`config.mk`:
```
export PLATFORM = sky130hd
export DESIGN_NAME = off_chip_rx_aligner
export DESIGN_NICKNAME = d
export VERILOG_FILES = /design/src/rtl/off_chip_rx_pkg.sv /design/src/rtl/off_chip_rx_shreg.sv /design/src/rtl/off_chip_rx_aligner.sv
export SDC_FILE = /design/constraint.sdc
export NUM_CORES = 1
export LEC_CHECK = 0
export CORE_ASPECT_RATIO = 0.9
export CORE_MARGIN = 3
export CORE_UTILIZATION = 55
export CTS_CLUSTER_SIZE = 20
export DETAILED_ROUTE_END_ITERATION = 6
export GPL_ROUTABILITY_DRIVEN = 0
export MAX_ROUTING_LAYER = met4
export PLACE_DENSITY_LB_ADDON = 0.05
export SLEW_MARGIN = 10
export SYNTH_ARGS = -nofsm -noshare
export SYNTH_HDL_FRONTEND = slang
export SYNTH_SLANG_ARGS = --single-unit
```
`constraint.sdc`:
```
create_clock -name clk160 -period 5 [get_ports clk160]
set_input_delay 0.75 -clock clk160 [delete_from_list [all_inputs] [get_ports clk160]]
set_output_delay 0.75 -clock clk160 [all_outputs]
set_load 0.05 [all_outputs]
```
`src/rtl/off_chip_rx_pkg.sv`:
```
// Shared types and default constants for the off-chip serial frame aligner.
package off_chip_rx_pkg;

  typedef enum logic [1:0] {HUNT, VERIFY, LOCKED} state_t;

  localparam int          FRAME_W_D      = 16;
  localparam logic [15:0] SYNC_WORD_D    = 16'hBC5A;
  localparam int          LOCK_CNT_D     = 3;
  localparam int          SYNC_TIMEOUT_D = 8;

endpackage

```
`src/rtl/off_chip_rx_shreg.sv`:
```
// Serial shift window plus frame-boundary counter; realign restarts the frame grid.
module off_chip_rx_shreg
  import off_chip_rx_pkg::*;
#(
  parameter int FRAME_W = FRAME_W_D
) (
  input  logic               clk,
  input  logic               rst,
  input  logic               serin,
  input  logic               realign,
  output logic [FRAME_W-1:0] sreg,
  output logic               boundary
);

  localparam int BW = $clog2(FRAME_W + 1);

  logic [BW-1:0] bit_cnt;

  // bit_cnt counts bits shifted in since the last boundary, so a full frame sits in sreg
  assign boundary = (bit_cnt == BW'(FRAME_W));

  always_ff @(posedge clk) begin
    if (rst) begin
      sreg    <= '0;
      bit_cnt <= '0;
    end else begin
      sreg <= {sreg[FRAME_W-2:0], serin};
      if (realign || boundary) bit_cnt <= BW'(1);
      else                     bit_cnt <= bit_cnt + BW'(1);
    end
  end

endmodule

```
`src/rtl/off_chip_rx_aligner.sv`:
```
// Sync-word frame aligner: hunts, verifies over LOCK_CNT frames, then delivers payload
// frames until SYNC_TIMEOUT frames pass without a sync frame.
module off_chip_rx_aligner
  import off_chip_rx_pkg::*;
#(
  parameter int                 FRAME_W      = FRAME_W_D,
  parameter logic [FRAME_W-1:0] SYNC_WORD    = SYNC_WORD_D,
  parameter int                 LOCK_CNT     = LOCK_CNT_D,
  parameter int                 SYNC_TIMEOUT = SYNC_TIMEOUT_D
) (
  input  logic               clk160,
  input  logic               rst,
  input  logic               serin,
  output logic [FRAME_W-1:0] data_out,
  output logic               data_valid,
  output logic               locked,
  output logic [7:0]         lock_loss_cnt
);

  localparam int VW = $clog2(LOCK_CNT + 1);
  localparam int GW = $clog2(SYNC_TIMEOUT + 1);
  localparam logic [VW-1:0] VLAST = VW'(LOCK_CNT - 1);
  localparam logic [GW-1:0] GLAST = GW'(SYNC_TIMEOUT - 1);

  state_t             state;
  logic [VW-1:0]      vcnt;
  logic [GW-1:0]      gap;
  logic [FRAME_W-1:0] sreg;
  logic               boundary;
  logic               match;
  logic               realign;

  assign match   = (sreg == SYNC_WORD);
  assign realign = (state == HUNT) && match;

  off_chip_rx_shreg #(.FRAME_W(FRAME_W)) u_shreg (
    .clk      (clk160),
    .rst      (rst),
    .serin    (serin),
    .realign  (realign),
    .sreg     (sreg),
    .boundary (boundary)
  );

  always_ff @(posedge clk160) begin
    if (rst) begin
      state         <= HUNT;
      vcnt          <= '0;
      gap           <= '0;
      data_out      <= '0;
      data_valid    <= 1'b0;
      locked        <= 1'b0;
      lock_loss_cnt <= '0;
    end else begin
      data_valid <= 1'b0;
      unique case (state)
        HUNT: begin
          if (match) begin
            state <= VERIFY;
            vcnt  <= VW'(1);
          end
        end
        VERIFY: begin
          if (boundary) begin
            if (match) begin
              vcnt <= vcnt + VW'(1);
              if (vcnt == VLAST) begin
                state  <= LOCKED;
                locked <= 1'b1;
                gap    <= '0;
              end
            end else begin
              state <= HUNT;
              vcnt  <= '0;
            end
          end
        end
        LOCKED: begin
          if (boundary) begin
            // a sync frame on the timeout boundary takes priority and keeps lock
            if (match) begin
              gap <= '0;
            end else begin
              data_out   <= sreg;
              data_valid <= 1'b1;
              gap        <= gap + GW'(1);
              if (gap == GLAST) begin
                state  <= HUNT;
                locked <= 1'b0;
                if (lock_loss_cnt != 8'hFF) lock_loss_cnt <= lock_loss_cnt + 8'd1;
              end
            end
          end
        end
        default: state <= HUNT;
      endcase
    end
  end

endmodule

```
; After elaboration in Yosys (flattened, before gate mapping)
; Cells that the tools add are included.
[totals]
out_inout_bits = 26
elab_cells = 71
register_bits = 55
input_bits = 3
[classes]
n_mux = 26
addsub = 4
eq_ne = 15
n_bitwise = 3
n_reduce_logical = 13
[ops]
columns = cell, count
row1 = two-way mux 4 bit, 5
row2 = two-way mux 2 bit, 9
row3 = "equality test 16 bit, second input constant", 1
row4 = "inequality test 2 bit, second input constant", 5
row5 = AND reduction 5 bit, 2
row6 = "adder 8 x 1 -> 8 bit, second input constant", 1
row7 = two-way mux 1 bit, 8
row8 = "inequality test 8 bit, second input constant", 1
row9 = one-hot mux 4 bit (2 select lines), 1
row10 = AND reduction 7 bit, 1
row11 = one-hot mux 2 bit (3 select lines), 1
row12 = AND reduction 3 bit, 2
row13 = AND reduction 6 bit, 1
row14 = "adder 5 x 1 -> 5 bit, second input constant", 1
row15 = "equality test 5 bit, second input constant", 1
row16 = "adder 4 x 1 -> 4 bit, second input constant", 1
row17 = "equality test 2 bit, second input constant", 2
row18 = "equality test 4 x 3 -> 1 bit, second input constant", 1
row19 = "inequality test 2 x 1 -> 1 bit, second input constant", 2
row20 = one-hot mux 2 bit (2 select lines), 1
row21 = nonzero test 2 bit, 2
row22 = "inequality test 3 bit, second input constant", 1
row23 = inverter 1 bit, 3
row24 = OR reduction 3 bit, 1
row25 = other kinds (7), 7

; Longest topological paths before layout
[depth]
depth_word = 5
depth_mapped = 8
ltp_nobuf = 6

; Cells and area by module
; From an unflattened synthesis, not the netlist that was laid out.
[unflattened]
hier_cells = 233
area_unflattened_um2 = 2124.5
[by_module_without_submodules]
columns = mod, cells_per_inst, seq_area_each_um2, instances, area_each_um2
row1 = off_chip_rx_aligner, 177, 680.7, 1, 1476.4
row2 = off_chip_rx_shreg, 56, 420.4, 1, 648.1

; Worst setup path before layout
; OpenSTA, ideal clock, no wires.
[synth_path]
path_kind = register -> register
start = register lock_loss_cnt[0]
end = register lock_loss_cnt[7]
required_time_ns = 4.877
arrival_ns = 1.938
setup_slack_ns = 2.938
stages_incl_launch_ff = 6
cell_sequence = dfxtp_1 > ha_1 > nand3_1 > o21ai_1 > nor4b_1 > mux2_1
[synth_via]
elab_chain_cells = 2
elab_cells_between_ends = 3
[synth_lines]
columns = item, line_no
row1 = from (decl), off_chip_rx_aligner.sv:17  ; output logic [7:0] lock_loss_cnt
row2 = from (signal assigned), off_chip_rx_aligner.sv:90  ; if (lock_loss_cnt != 8'hFF) lock_loss_cnt <= lock_loss_cnt + 8'd1;
row3 = "parallel branches: the longest is 2 deep, another holds adder 8 x 1 -> 8 bit", n/a
; Parallel ways; which one is timed is not known.
; A chain may end at the register's enable or synchronous reset.

; Final worst setup path
[layout_path]
start = register u_shreg.bit_cnt[0]
end = register lock_loss_cnt[5]
[layout_via]
elab_chain_cells = 2
[layout_lines]
columns = item, line_no
row1 = from (decl), off_chip_rx_shreg.sv:17  ; logic [BW-1:0] bit_cnt;
row2 = from (signal assigned), off_chip_rx_shreg.sv:29  ; else bit_cnt <= bit_cnt + BW'(1);
row3 = equality test 5 bit, off_chip_rx_shreg.sv:20  ; assign boundary = (bit_cnt == BW'(FRAME_W));
row4 = AND reduction 5 bit (no line), n/a
; Every way passes these cells.

==> flow_summary.toml <==
[cts]
cts_root_buf = "clkbuf_8"
cts_sinks = 55
cts_buffer_depth = 2
cts_htree_levels = 2
postCtsSetupRepairBufs = 0
cts_resized = 0
clk_pin_slew_ps = 90
worst_skew_pair.late_latency_ps = 290
cts_buffers = 5
holdBufCountCts = 0
cts_tree = "yes"

[detailed_routing]
viasPerCell = 5.71
drc = 0
wl_per_cell_um = 14.0
drtIter0Drc = 123
num_vias = 1799
ant_nets = 0
routed_wl_mm = 4.42
drt_pass1_iterations = 4

[timing]
skew_ps = 5.59
max_freq_ghz = 0.418
tns_ps = 0
worst_slew_pin_slew_ps = 1020
setup_violations = 0
finalHoldViolCount = 0
report.final.slew_viol_count = 0
max_slew_margin_pct = 31.7
period_minus_slack_ps = 2390
grt_setup_unrepaired = "no"
fin_crit_sh_pct = 47.8

[worst_setup_path]
rrSetupSlack_ps = 2610
r2r-start = "u_shreg.bit_cnt[0]"
path_cells = "inv_1, ha_1, and4bb_1, nand2b_1, nor4_1, mux2_2"
crit_fanout = 26
worst_r2r_path_depth = 6
cp.buffers_inverters = 1
r2r-end = "lock_loss_cnt[5]"
crit_arrival_ps = 2580
timing_worst_setup_path_type = "reg -> reg"
crit_path_start_kind = "register"
cp_top_family = "simple AND/OR/NAND/NOR gates"
crit_path_end_kind = "register"
worstPathRequired_ps = 5190
slowest_delay_ps = 550
slowest_stage = "nand2b_1"

[grt]
grt_pass1_vias = 1628
grt_max_degree = 56
gr-total-overflow = 0
grt_first_pass_wirelength_mm = 7.53
grt_antenna_before_repair = 0
grt_use_total_pct = 19.4

[logic_synthesis]
yosys_warnings = 0
yosys.area.top_type = "dfxtp_1"
syn_inst = 251
synth-seq-cells = 55
ys_top_cells_by_count = "dfxtp_1 (55), nand3_1 (26), nor2b_1 (24)"
syn_nets = 259
synth_most_common_cell = "dfxtp_1"
synth_area_leaders = "dfxtp_1 (47%), nor2b_1 (6.4%), nand3_1 (5.5%)"
syn_area_per_cell_sq_um = 9.36
netlist_area_sq_um = 2350
synth_cell_types = 49
yosys_most_used_dff = "dfxtp_1"
yosysTopAreaCellShare_pct = 46.9
ys_seq_area_share_pct = 46.9
synth_edf_count = 0
async_flop_share_pct = 0

[floorplan]
start_util_pct = 60.0
num_io_pins = 29
die-height_um = 68.0
die_area_sq_um = 5090
die_x_um = 74.9
coreArea_sq_um = 3920
floorplan.rows = 21

[min_path]
hold_start = "data_out[3]"
min_to = "data_out[3]"
holdPathStages = 2
hold_path.class = "reg -> reg"

[layout]
fillers = 331
nets = 277
area.growth.synth_to_final_pct = 14.7
postLayoutCoreUtil_pct = 68.9
num_antenna_cells = 0
drive_gt1_share_pct = 7.43

[run_status]
status = "finished, final reports clean"

[flow_run]
cap_violations = 0

[pwr]
leakage_nw = 0.940
worst_ir_drop_vdd_v = 0.000221
powerDensity_nw_per_um2 = 275

[place]
dp_hpwl_mm = 2.85
numPortBuffers = 28
where the power goes:
part / internal (mW) / leakage, nW / total, mW / switching (mW)
registers: 0.441 / 0.444 / 0.444 / 0.00294
clock network: 0.147 / 0.0502 / 0.281 / 0.135
logic: 0.00572 / 0.445 / 0.0171 / 0.0114
total: 0.593 / 0.940 / 0.743 / 0.149
through the flow:
step	instance area, sq um	std cells	hold slack (ps)	setup WS (ps)	total power, mW
after floorplan	2350	251	440	2940	0.467
after global placement	2590	308	460	2720	0.470
after detailed placement	2590	308	466	2630	0.472
after CTS	2700	315	480	2620	0.751
after global routing	2700	315	493	2460	0.771
final	2700	315	477	2610	0.743
final cells by class:
cell class	instances	area, sq um	area share [%]
clock buffer	5	68.8	2.55
clock inverter	2	37.5	1.39
inverter	6	22.5	0.835
multi-input combinational	173	1130	42.0
sequential	55	1100	40.8
tap	46	57.6	2.13
timing repair buffer	28	275	10.2
cell usage in the layout (no fill, tap or decap), types with 2 or more instances in the layout:
cell             Yosys  final
or3_1                2      2
nor3_1               3      3
nand3_1             26     26
nor4_1               4      4
a31oi_1              2      2
clkbuf_8             0      5
o21ai_0             19     19
clkdlybuf4s50_1      0     27
nand4_1              2      2
and4bb_1             4      4
nand2_1              8      8
nor2_1              13     13
a211oi_1             2      2
dfxtp_1             55     55
inv_1                6      6
nor2b_1             24     24
mux2_1               3      3
a21oi_1             20     20
mux2_2               4      4
mux2i_1              2      2
nor4b_1              2      2
and3_1               2      2
ha_1                 5      5
o21ai_1              2      2
xor2_1               2      2
metal layers:
layer,vias up,track usage (%),wire length [um]
li1,930,-,-
met1,841,26.2,2290
met2,26,30.1,2000
met3,2,3.52,112
met4,0,5.33,24
met5,-,-,0
logic make-up after synthesis:
family	count (synthesis)	share of synthesized area (%)
fa+ha+maj	5	2.66
mux	9	4.21
xor+xnor	3	1.12
buf+inv	23	4.90
flops	55	46.9
compound gates	51	12.1
simple gates	105	28.2
how the worst max path moves through the flow:
stage,startpoint,to,slack (ps),depth (start not counted)
after floorplan,lock_loss_cnt[0],lock_loss_cnt[7],2940,5
after global placement,u_shreg.bit_cnt[0],lock_loss_cnt[7],2720,6
after detailed placement,u_shreg.bit_cnt[0],lock_loss_cnt[7],2630,6
after CTS,u_shreg.bit_cnt[0],lock_loss_cnt[7],2620,6
after global routing,u_shreg.bit_cnt[0],lock_loss_cnt[4],2460,6
final,u_shreg.bit_cnt[0],lock_loss_cnt[5],2610,6
tightest hold or removal path: stages (launching register included):
cell     delay [ps]
dfxtp_1         320
o21ai_0          60
a21oi_1          60
flip-flops by register name (all words and copies together) (netlist names):
| name | count |
|---|---|
| gap | 4 |
| u_shreg.bit_cnt | 5 |
| vcnt | 2 |
| data_out | 16 |
| locked | 1 |
| data_valid | 1 |
| lock_loss_cnt | 8 |
| state | 2 |
| u_shreg.sreg | 16 |
No activity file was read; power rests on OpenSTA's default activity.
